===== src/rtl/align_shift_seq.sv =====
// ----------------------------------------------------------------------------
// align_shift_seq
//
// Sequential significand alignment for a floating-point adder. One operand
// set is accepted at a time. The significand belonging to the larger
// exponent passes straight through. The other significand is widened with
// guard/round/sticky bits and shifted right by the exponent difference,
// STEP bits per clock. Every bit shifted out below bit 0 is ORed into the
// sticky bit.
//
// Parameters
//   MW    significand width including hidden bit (default 53)
//   EW    exponent width (default 11)
//   STEP  right-shift bits per SHIFT cycle: 1, 2, 4 or 8 (default 4)
//
// Optional feature
//   ALIGN_FAST_SKIP_EN  when defined, a fully saturated shift (difference
//                       >= MW+2) completes in one cycle instead of iterating.
//                       The aligned result is bit-identical; only latency
//                       changes.
//
// Ports
//   clk        clock; all state updates on the rising edge
//   rst        synchronous active-high reset
//   in_valid   operand set present
//   in_ready   block can accept an operand set (high only when idle)
//   fa, fb     significands of operands A and B
//   ea, eb     exponents of operands A and B
//   eb_gt_ea   eb > ea, from the exponent subtractor
//   as         |ea - eb|, from the exponent subtractor
//   out_valid  aligned result present
//   out_ready  consumer accepts the result
//   fx_out     larger-exponent significand, {fx, 3'b000}
//   fy_out     aligned smaller-exponent significand, {sig, guard, round, sticky}
//   e_out      result exponent, max(ea, eb)
//   swap_out   registered eb_gt_ea
// ----------------------------------------------------------------------------
module align_shift_seq #(
  parameter int MW   = 53,
  parameter int EW   = 11,
  parameter int STEP = 4
) (
  input  logic            clk,
  input  logic            rst,
  input  logic            in_valid,
  output logic            in_ready,
  input  logic [MW-1:0]   fa,
  input  logic [MW-1:0]   fb,
  input  logic [EW-1:0]   ea,
  input  logic [EW-1:0]   eb,
  input  logic            eb_gt_ea,
  input  logic [EW-1:0]   as,
  output logic            out_valid,
  input  logic            out_ready,
  output logic [MW+2:0]   fx_out,
  output logic [MW+2:0]   fy_out,
  output logic [EW-1:0]   e_out,
  output logic            swap_out
);

  // Working word width and the largest meaningful shift: beyond MW+2 every
  // significand bit has already collapsed into sticky.
  localparam int YW  = MW + 3;
  localparam int SAT = MW + 2;
  localparam int RW  = $clog2(MW + 3);

  typedef enum logic [1:0] {
    IDLE  = 2'd0,
    SHIFT = 2'd1,
    DONE  = 2'd2
  } state_t;

  state_t          state;
  state_t          state_nxt;

  logic [MW-1:0]   fx_q;
  logic [EW-1:0]   e_q;
  logic            swap_q;
  logic [YW-1:0]   y;
  logic [RW-1:0]   rem;

  logic            accept;
  logic [MW-1:0]   fx_sel;
  logic [MW-1:0]   fy_sel;
  logic [EW-1:0]   e_sel;
  logic [RW-1:0]   rem_load;
  logic [RW-1:0]   k;
  logic            fast_skip;

  // Clamp the exponent difference to the saturation point.
  function automatic logic [RW-1:0] sat_rem(input logic [EW-1:0] d);
    logic [31:0] dw;
    dw = 32'(d);
    if (dw > 32'(SAT)) begin
      sat_rem = RW'(SAT);
    end else begin
      sat_rem = RW'(dw);
    end
  endfunction

  // Bits shifted this cycle: a full STEP, or whatever is left.
  function automatic logic [RW-1:0] step_k(input logic [RW-1:0] r);
    if (32'(r) > 32'(STEP)) begin
      step_k = RW'(STEP);
    end else begin
      step_k = r;
    end
  endfunction

  // Right shift by kk with sticky: every bit that falls off the bottom,
  // including the old bit 0, is ORed into the new bit 0.
  function automatic logic [YW-1:0] shift_sticky(input logic [YW-1:0] w,
                                                 input logic [RW-1:0] kk);
    logic [YW-1:0] mask;
    logic          lost;
    mask = '0;
    for (int i = 0; i < YW; i++) begin
      if (i < int'(kk)) begin
        mask[i] = 1'b1;
      end
    end
    lost            = |(w & mask);
    shift_sticky    = w >> kk;
    shift_sticky[0] = shift_sticky[0] | lost;
  endfunction

  assign accept   = (state == IDLE) && in_valid;
  assign fx_sel   = eb_gt_ea ? fb : fa;
  assign fy_sel   = eb_gt_ea ? fa : fb;
  assign e_sel    = eb_gt_ea ? eb : ea;
  assign rem_load = sat_rem(as);
  assign k        = step_k(rem);

`ifdef ALIGN_FAST_SKIP_EN
  // A saturated shift always ends as {0..0, |fy}; produce it directly.
  assign fast_skip = accept && (rem_load == RW'(SAT));
`else
  assign fast_skip = 1'b0;
`endif

  // ---- control: state register ----
  always_ff @(posedge clk) begin
    if (rst) begin
      state <= IDLE;
    end else begin
      state <= state_nxt;
    end
  end

  // ---- control: next state ----
  always_comb begin
    state_nxt = state;
    case (state)
      IDLE: begin
        if (accept) begin
          if ((rem_load == '0) || fast_skip) begin
            state_nxt = DONE;
          end else begin
            state_nxt = SHIFT;
          end
        end
      end
      SHIFT: begin
        // rem reaches zero on this edge
        if (rem == k) begin
          state_nxt = DONE;
        end
      end
      DONE: begin
        // Returning to IDLE takes the cycle; nothing is accepted during it.
        if (out_ready) begin
          state_nxt = IDLE;
        end
      end
      default: state_nxt = IDLE;
    endcase
  end

  // ---- datapath: capture on accept, shift while in SHIFT ----
  // Registers only move on accept or in SHIFT, so every output holds while
  // DONE waits for out_ready.
  always_ff @(posedge clk) begin
    if (rst) begin
      fx_q   <= '0;
      e_q    <= '0;
      swap_q <= 1'b0;
      y      <= '0;
      rem    <= '0;
    end else if (accept) begin
      fx_q   <= fx_sel;
      e_q    <= e_sel;
      swap_q <= eb_gt_ea;
      if (fast_skip) begin
        y   <= {{(YW-1){1'b0}}, |fy_sel};
        rem <= '0;
      end else begin
        y   <= {fy_sel, 3'b000};
        rem <= rem_load;
      end
    end else if (state == SHIFT) begin
      y   <= shift_sticky(y, k);
      rem <= rem - k;
    end
  end

  assign in_ready  = (state == IDLE);
  assign out_valid = (state == DONE);
  assign fx_out    = {fx_q, 3'b000};
  assign fy_out    = y;
  assign e_out     = e_q;
  assign swap_out  = swap_q;

endmodule


===== config.mk =====
export PLATFORM = sky130hd
export DESIGN_NAME = align_shift_seq
export DESIGN_NICKNAME = d
export VERILOG_FILES = /design/src/rtl/align_shift_seq.sv
export SDC_FILE = /design/constraint.sdc
export NUM_CORES = 1
export LEC_CHECK = 0
export BUFFER_PORTS_ARGS = -buffer_cell sky130_fd_sc_hd__buf_4
export CAP_MARGIN = 10
export CORE_UTILIZATION = 50
export CTS_BUF_LIST = sky130_fd_sc_hd__clkbuf_4 sky130_fd_sc_hd__clkbuf_8
export DETAILED_ROUTE_END_ITERATION = 16
export PLACE_DENSITY = 0.8
export SETUP_SLACK_MARGIN = 0.3
export SLEW_MARGIN = 40
export SYNTH_ARGS = -nofsm -noshare
export SYNTH_HDL_FRONTEND = slang
export SYNTH_SLANG_ARGS = --single-unit

===== constraint.sdc =====
create_clock -name clk -period 5.75 [get_ports clk]
set_clock_uncertainty 0.05 [all_clocks]
set_input_delay 0.2875 -clock clk [delete_from_list [all_inputs] [get_ports clk]]
set_output_delay 0.2875 -clock clk [all_outputs]
set_load 0.1 [all_outputs]

==> results of run 1 <==
==> power by group through the flow <==
stage	Sequential, mW	Clock (mW)	Combinational (mW)
after floorplan	1.91	0	0.665
after global placement	1.19	0	1.78
after detailed placement	1.18	0	1.83
after CTS	1.16	0.780	1.83
after global routing	1.18	0.821	1.93
final	1.16	0.773	1.83
==> state kept, by name, indices dropped and copies added, names as in the netlist, named ones only <==
| name | cells |
|---|---|
| e_out | 11 |
| fx_q | 53 |
| fy_out | 55 |
| rem | 6 |
| state | 2 |
| swap_out | 1 |
==> how the worst max path moves through the flow <==
stage | slack, ps | depth (start not counted) | end
floorplan | 3380 | 4 | state[1]
global placement | 2910 | 4 | fy_out[6]
detailed placement | 3320 | 4 | fy_out[3]
CTS | 3320 | 4 | fy_out[3]
global route | 3160 | 6 | rem[2]
finish | 3290 | 4 | fy_out[3]
==> critical path: stages (launching register included) <==
cell	delay (ps)
sky130_fd_sc_hd__dfxtp_1	410
sky130_fd_sc_hd__or4_4	890
sky130_fd_sc_hd__nor2_2	240
sky130_fd_sc_hd__mux4_2	510
sky130_fd_sc_hd__a31o_1	230
==> final cells by class <==
class | instances | area, um2
inverter | 6 | 22.52
clock inverter | 7 | 85.08
timing repair buffer | 278 | 2162
clock buffer | 22 | 290.3
fill | 1323 | 5014
tap | 188 | 235.2
multi-input combinational | 747 | 4750
sequential | 129 | 2587
==> per-stage QoR <==
stage	worst slack (ps)	area [um2]	hold WS (ps)	cells	utilization (%)
2_1_floorplan	3376	7736	358.2	982	-
3_3_place_gp	2913	9657	396.9	1344	63.76
3_5_place_dp	3323	9743	406.6	1347	64.33
4_1_cts	3321	10130	53.23	1377	66.87
5_1_grt	3165	10130	80.39	1377	66.90
6_report	3294	10130	63.50	1377	66.90
==> synthesized netlist by cell type, types with 2 or more instances <==
cell type	instances
sky130_fd_sc_hd__mux4_2	2
sky130_fd_sc_hd__nor2_2	3
sky130_fd_sc_hd__a31oi_1	48
sky130_fd_sc_hd__dfxtp_1	129
sky130_fd_sc_hd__or4_1	2
sky130_fd_sc_hd__a21oi_1	64
sky130_fd_sc_hd__o22ai_1	4
sky130_fd_sc_hd__o21ai_1	4
sky130_fd_sc_hd__inv_1	6
sky130_fd_sc_hd__o21bai_1	2
sky130_fd_sc_hd__mux2i_1	162
sky130_fd_sc_hd__mux2_2	4
sky130_fd_sc_hd__and3_1	2
sky130_fd_sc_hd__a211oi_1	67
sky130_fd_sc_hd__nor2_1	129
sky130_fd_sc_hd__clkbuf_1	56
sky130_fd_sc_hd__nor2b_1	4
sky130_fd_sc_hd__nor3_1	3
sky130_fd_sc_hd__buf_4	3
sky130_fd_sc_hd__buf_6	2
sky130_fd_sc_hd__buf_2	21
sky130_fd_sc_hd__o21a_1	3
sky130_fd_sc_hd__a2111oi_0	2
sky130_fd_sc_hd__o211ai_1	3
sky130_fd_sc_hd__nor4_1	3
sky130_fd_sc_hd__buf_1	18
sky130_fd_sc_hd__o221ai_1	2
sky130_fd_sc_hd__conb_1	2
sky130_fd_sc_hd__nand3_1	95
sky130_fd_sc_hd__o21ai_0	8
sky130_fd_sc_hd__or4_4	2
sky130_fd_sc_hd__nand2_1	101
sky130_fd_sc_hd__or3_1	2
==> per-layer routing <==
| metal | part of all wire, % | vias to the layer above | GRT usage, % |
|---|---|---|---|
| met1 | 43 | 3784 | 35.02 |
| met2 | 49 | 313 | 46.90 |
| li1 | - | 3955 | - |
| met5 | 0 | - | 0 |
| met3 | 6.0 | 40 | 5.736 |
| met4 | 1.7 | 0 | 9.284 |
==> repair_timing <==
item | CTS | global route
hold endpoints to repair | 1 | 0
hold buffers | 1 | 0
setup endpoints to repair | 0 | 0
==> kinds of logic after synthesis <==
kind of cell	Yosys count
AO/OA/AOI/OAI	223
adder cells (fa/ha/maj)	1
buffers and inverters	106
flip-flops	129
multiplexers	168
other	2
AND/OR/NAND/NOR	351
==> impl_results.md, run 1 <==
* Post-route antenna net violation count at 0
* Top cell type's share of synthesized area at around 33%
* Multiplexer share of the synthesized area at ~22%
* Max-cap violations at 0
* Internal power at between 1.5 and 2 mW
* Maximum clock rate at 407.1 MHz
* Total chip power at ~3.8 mW
* Total number of yosys warnings at 0
* RSZ-0062 raised after global routing: false
* Number of max-slew violations in the final report at 0
* Number of buffers added by the clock tree synthesis step at 17
* Fraction of layout instances using a drive strength above 1 at between 20% and 30%
* Data required time of the worst path at between 6000 and 7000 ps
* Arrival time of the worst setup path at between 2000 and 3000 ps
* Syn avg cell area at 7.886 um2
* Worst max-slew margin expressed relative to the limit at 50.67%
* Number of I/O pins at 270
* Overflow left after global routing at 0
* Largest fanout on the critical path at 58
* Number of endpoints with negative hold slack in the final report at 0
* Adder and majority cell fraction of the synthesized area at 0.1619%
* Synth area leaders: sky130_fd_sc_hd__dfxtp_1, sky130_fd_sc_hd__mux2i_1, sky130_fd_sc_hd__a211oi_1
* Cell area after synthesis at 0.007729 mm2
* FF-to-FF End: fy_out[3]
* Leakage component of the power at about 4.5 nW
* Fraction of the mapped netlist area in compound gates at approximately a fifth
* Latest clock arrival within the worst-skew pair at between 400 and 500 ps
* Switching power share of the total at around half
* Floorplan die height at around 130 um
* Fraction of synthesis flops using an asynchronous set or reset pin at 0%
* Final total negative setup slack at 0 ps
* # nets final at between 1,000 and 1,500
* Portion of the clock cycle consumed by the worst path in the final layout at between 40% and 50%
* Gate count of the mapped netlist at 980
* Most frequent cells in the layout: sky130_fd_sc_hd__buf_4, sky130_fd_sc_hd__mux2i_1, sky130_fd_sc_hd__nor2_1, sky130_fd_sc_hd__dfxtp_1, sky130_fd_sc_hd__nand2_1
* Finish-stage setup viols at 0
* Final critical delay including setup and external delays at between 2000 and 2500 ps
* Main combinational cell family by area after synthesis: multiplexers
* Register share of total power at 30.8%
* Crit path kind: flop to flop
* Power density over cell area at 371.9 mW/mm2
* Core region area at around 0.015 mm2
* Total detailed-routing wirelength at 22,370 um
* DR vias/cell at 5.877
* Setup crit start kind: flop
* Launch point of the critical path: rem[2]
* Reg-to-reg critical path startpoint: rem[2]
* Die boundary width at around 130 um
* Detailed-route DRC error count at 0
* Simple-gate share of the synthesized area at 19.60%
* Cell count of the worst hold path at 3
* Reg-to-reg setup timing slack at approximately 3300 ps
* Xor/xnor cell area share of the yosys netlist at 0%
* Routed via count at 8,092
* Num rows at between 40 and 50
* Global-route total usage across every layer at between 20% and 30%
* RePlAce Congestion at around 0.86
* Combinational group share of total power at ~50%
* Library cell occupying the most area in the post-synthesis netlist: sky130_fd_sc_hd__dfxtp_1
* Worst hold path startpoint: as[0]
* Clock transition at the registers of the reported paths at 70 ps
* Initial DRC count at 910
* Area Growth Syn to Fin at 31.10%
* Synth Register Bits at 129
* Number of enable flip-flop cells after synthesis at 0
* Most common library cell in the layout ignoring fill and taps: sky130_fd_sc_hd__buf_4
* Drt first pass iters at 5
* Number of antenna repair diodes at 0
* Run status: completed
* CTS-repair resized insts at 0
* Destination of the worst hold path: rem[0]
* Maximum number of pins on one net before global-route repair at slightly above 80
* Via count of the first global-routing pass at roughly 7,400
* Number of port buffers at roughly 270
* Starting utilization of the core area at around 51%
* # clock sinks at roughly 130
* Synth unique cells at 55
* Post-synth top flop: sky130_fd_sc_hd__dfxtp_1
* DPL Wire Length at ~15,000 um
* Wire length of the first global-routing pass at 36,230 um
* Number of buffers on the longest clock path at 2
* Number of buffers inserted by post-CTS setup repair at 0
* Full die area at about 0.016 mm2
* Clock power share at 20.5%
* Min-delay worst type: primary input to flop
* Root buffer selected by CTS: sky130_fd_sc_hd__clkbuf_8
* Psw at 1.857 mW
* Htree depth at 4
* Worst setup EP type: flop
* Max rail drop VDD at 0.2049 mV
* Clock tree from TritonCTS: yes
* Worst r2r path cells at 4
* Worst Max-Slew Pin Slew at ~740 ps
* Number of antenna violations at the first check in global routing at 0
* Share of synthesized area occupied by flip-flops and latches at 33.41%
* Wire per inst at ~16 um
(Power assumes the default switching activity.)
==> run 2: changes to the inputs <==
- clock period: 5.75 -> 2.5 ns (I/O delays scaled with it)
==> run 2 against run 1 <==
Effect of this change:
- die area unchanged
- global-route usage increased by 5.4 points
- utilization increased by 9.2 points
- combinational power increased by 150%
- clock power increased by 130%
- total power increased by 140%
- count of clock-buffer cells in the layout increased by 3
- non-clock buffer count increased by 143
- design area increased by 14%
- worst hold slack got worse by 54 ps
==> impl_results.md, run 2 (synthesis gave the netlist of run 1 again) <==
* Reg-to-reg critical path startpoint: rem[3]
* Worst hold path startpoint: fb[31]
* Number of endpoints with negative hold slack in the final report at 0
* Final total negative setup slack at 0 ps
* # clock sinks at 129
* Full die area at approximately 0.016 mm2
* Area Growth Syn to Fin at 49.09%
* Floorplan die height at around 130 um
* Crit path kind: flop to flop
* Htree depth at 4
* Min-delay worst type: primary input to flop
* Clock transition at the registers of the reported paths at 70 ps
* Setup crit start kind: flop
* Post-route core utilization at 76.08%
* Latest clock arrival within the worst-skew pair at approximately 460 ps
* Total detailed-routing wirelength at 27,070 um
* Maximum number of pins on one net before global-route repair at between 70 and 80
* Number of max-slew violations in the final report at 0
* Number of buffers added by the clock tree synthesis step at 17
* Leakage component of the power at just over 5 nW
* Number of antenna repair diodes at 0
* Global-route total usage across every layer at around a third
* Critical Path Sink: fy_out[3]
* Power density over cell area at around 800 mW/mm2
* Number of antenna violations at the first check in global routing at 0
* Run status: completed
* RePlAce Congestion at 0.8357
* Data required time of the worst path at 2800 ps
* Detailed-route DRC error count at 0
* Worst Max-Slew Pin Slew at between 600 and 700 ps
* Worst hold slack across all endpoints at about 10 ps
* Reg-to-reg setup timing slack at 430 ps
* Wire length of the first global-routing pass at 43,000 um
* Portion of the clock cycle consumed by the worst path in the final layout at around 83%
* Via count of the first global-routing pass at roughly 8,800
* Global-route track usage on met3 at 6.326%
* Met2 global-route usage at 57.30%
* Starting utilization of the core area at between 50% and 60%
* Most frequent cells in the layout: sky130_fd_sc_hd__buf_4, sky130_fd_sc_hd__mux2i_1, sky130_fd_sc_hd__nor2_1, sky130_fd_sc_hd__dlygate4sd3_1, sky130_fd_sc_hd__dfxtp_1
* Post-place instance area at approximately 0.0098 mm2
* Met1 global-route usage at approximately two fifths
* Wire per inst at about 18 um
* Fraction of layout instances using a drive strength above 1 at ~26%
* Area of all placed cells without fillers at about 0.012 mm2
* Number of port buffers at 266
* Launch point of the critical path: rem[3]
* Number of flip-flops under the largest register name at 55
* Number of buffers on the longest clock path at 2
* Worst max-slew margin expressed relative to the limit at around three fifths
* Core region area at approximately 0.015 mm2
* Max rail drop VDD at approximately 0.5 mV
* DR vias/cell at about 6.0
* Sequence of cells on the critical path: or4_4 -> nor2_2 -> mux4_2 -> a31o_1
* Most common library cell in the layout ignoring fill and taps: sky130_fd_sc_hd__buf_4
* FF-to-FF End: fy_out[3]
* Max-cap violations at 0
* Num rows at 45
* Worst r2r path cells at 4
* Maximum clock rate at 482.5 MHz
* DPL Wire Length at between 15,000 and 20,000 um
* Slowest cell delay on critical path at 610 ps
* Arrival time of the worst setup path at about 2400 ps
* Overflow left after global routing at 0
* Final critical delay including setup and external delays at slightly above 2000 ps
* Number of I/O pins at 270
* Total chip power at about 9 mW
* Cell count of the worst hold path at 3
* Die boundary width at between 100 and 150 um
* Largest fanout on the critical path at 10
* Root buffer selected by CTS: sky130_fd_sc_hd__clkbuf_8
* Finish-stage setup viols at 0
* Routed via count at around 9,100
* Initial DRC count at 747
* CTS-repair resized insts at 0
* Drt first pass iters at 6
* # nets final at ~1,500
* Worst setup EP type: flop
* Clock tree from TritonCTS: yes
* RSZ-0062 raised after global routing: false
* Post-route antenna net violation count at 0
* Cell at the slowest stage of the critical path: sky130_fd_sc_hd__or4_4
* Most crowded layer after global routing: met2
-- run 2: cell count changes in the layout (fill, tap and decap cells not counted), moves of 2 or more --
cell	delta
sky130_fd_sc_hd__buf_4	+16
sky130_fd_sc_hd__buf_12	+3
sky130_fd_sc_hd__buf_16	-2
sky130_fd_sc_hd__clkbuf_8	+2
sky130_fd_sc_hd__dlygate4sd3_1	+127
-- run 2: worst min-delay path by stage --
stage	end
2_1_floorplan	rem[1]
3_3_place_gp	rem[1]
3_5_place_dp	rem[1]
4_1_cts	fx_q[31]
5_1_grt	fx_q[31]
6_report	fx_q[31]
-- run 2: timing repair --
item,4_1_cts,5_1_grt
setup endpoints to repair,0,2
setup buffers,0,2
endpoints found under the hold margin,67,0
hold buffers,128,0
-- run 2: stage by stage --
stage	instances	worst slack, ps
final	1523	427.4
after global routing	1523	342.1
after CTS	1520	325.4
after detailed placement	1361	341.6
after global placement	1361	366.3
after floorplan	982	339.8
-- run 2: final cells by class --
class | instances | area [um2]
repair buffers | 421 | 3547
flip-flops and latches | 129 | 2587
multi-input cells | 748 | 4750
clock buffers | 25 | 325.3
fillers | 1104 | 3623
clock inverters | 6 | 55.05
inverters | 6 | 22.52
well taps | 188 | 235.2
-- run 2: worst max-delay path, delay by kind of cell (launching register included) --
family / cells / cell delay, ps
simple gates: 2 / 770
mux: 1 / 510
flops: 1 / 420
compound gates: 1 / 220
-- run 2: report_power, final --
part / switching [mW] / internal, mW / total, mW
clock: 0.827 / 0.938 / 1.76
sequential: 0.323 / 2.34 / 2.66
combinational: 3.27 / 1.31 / 4.57
total: 4.42 / 4.58 / 9.00
-- run 2: routing by layer --
metal | vias up | routed length (um) | part of all wire (%)
met2 | 499 | 13500 | 50
met4 | 0 | 1009 | 3.7
met3 | 97 | 1951 | 7.2
li1 | 4243 | - | -
met5 | - | 0 | 0
met1 | 4248 | 10600 | 39
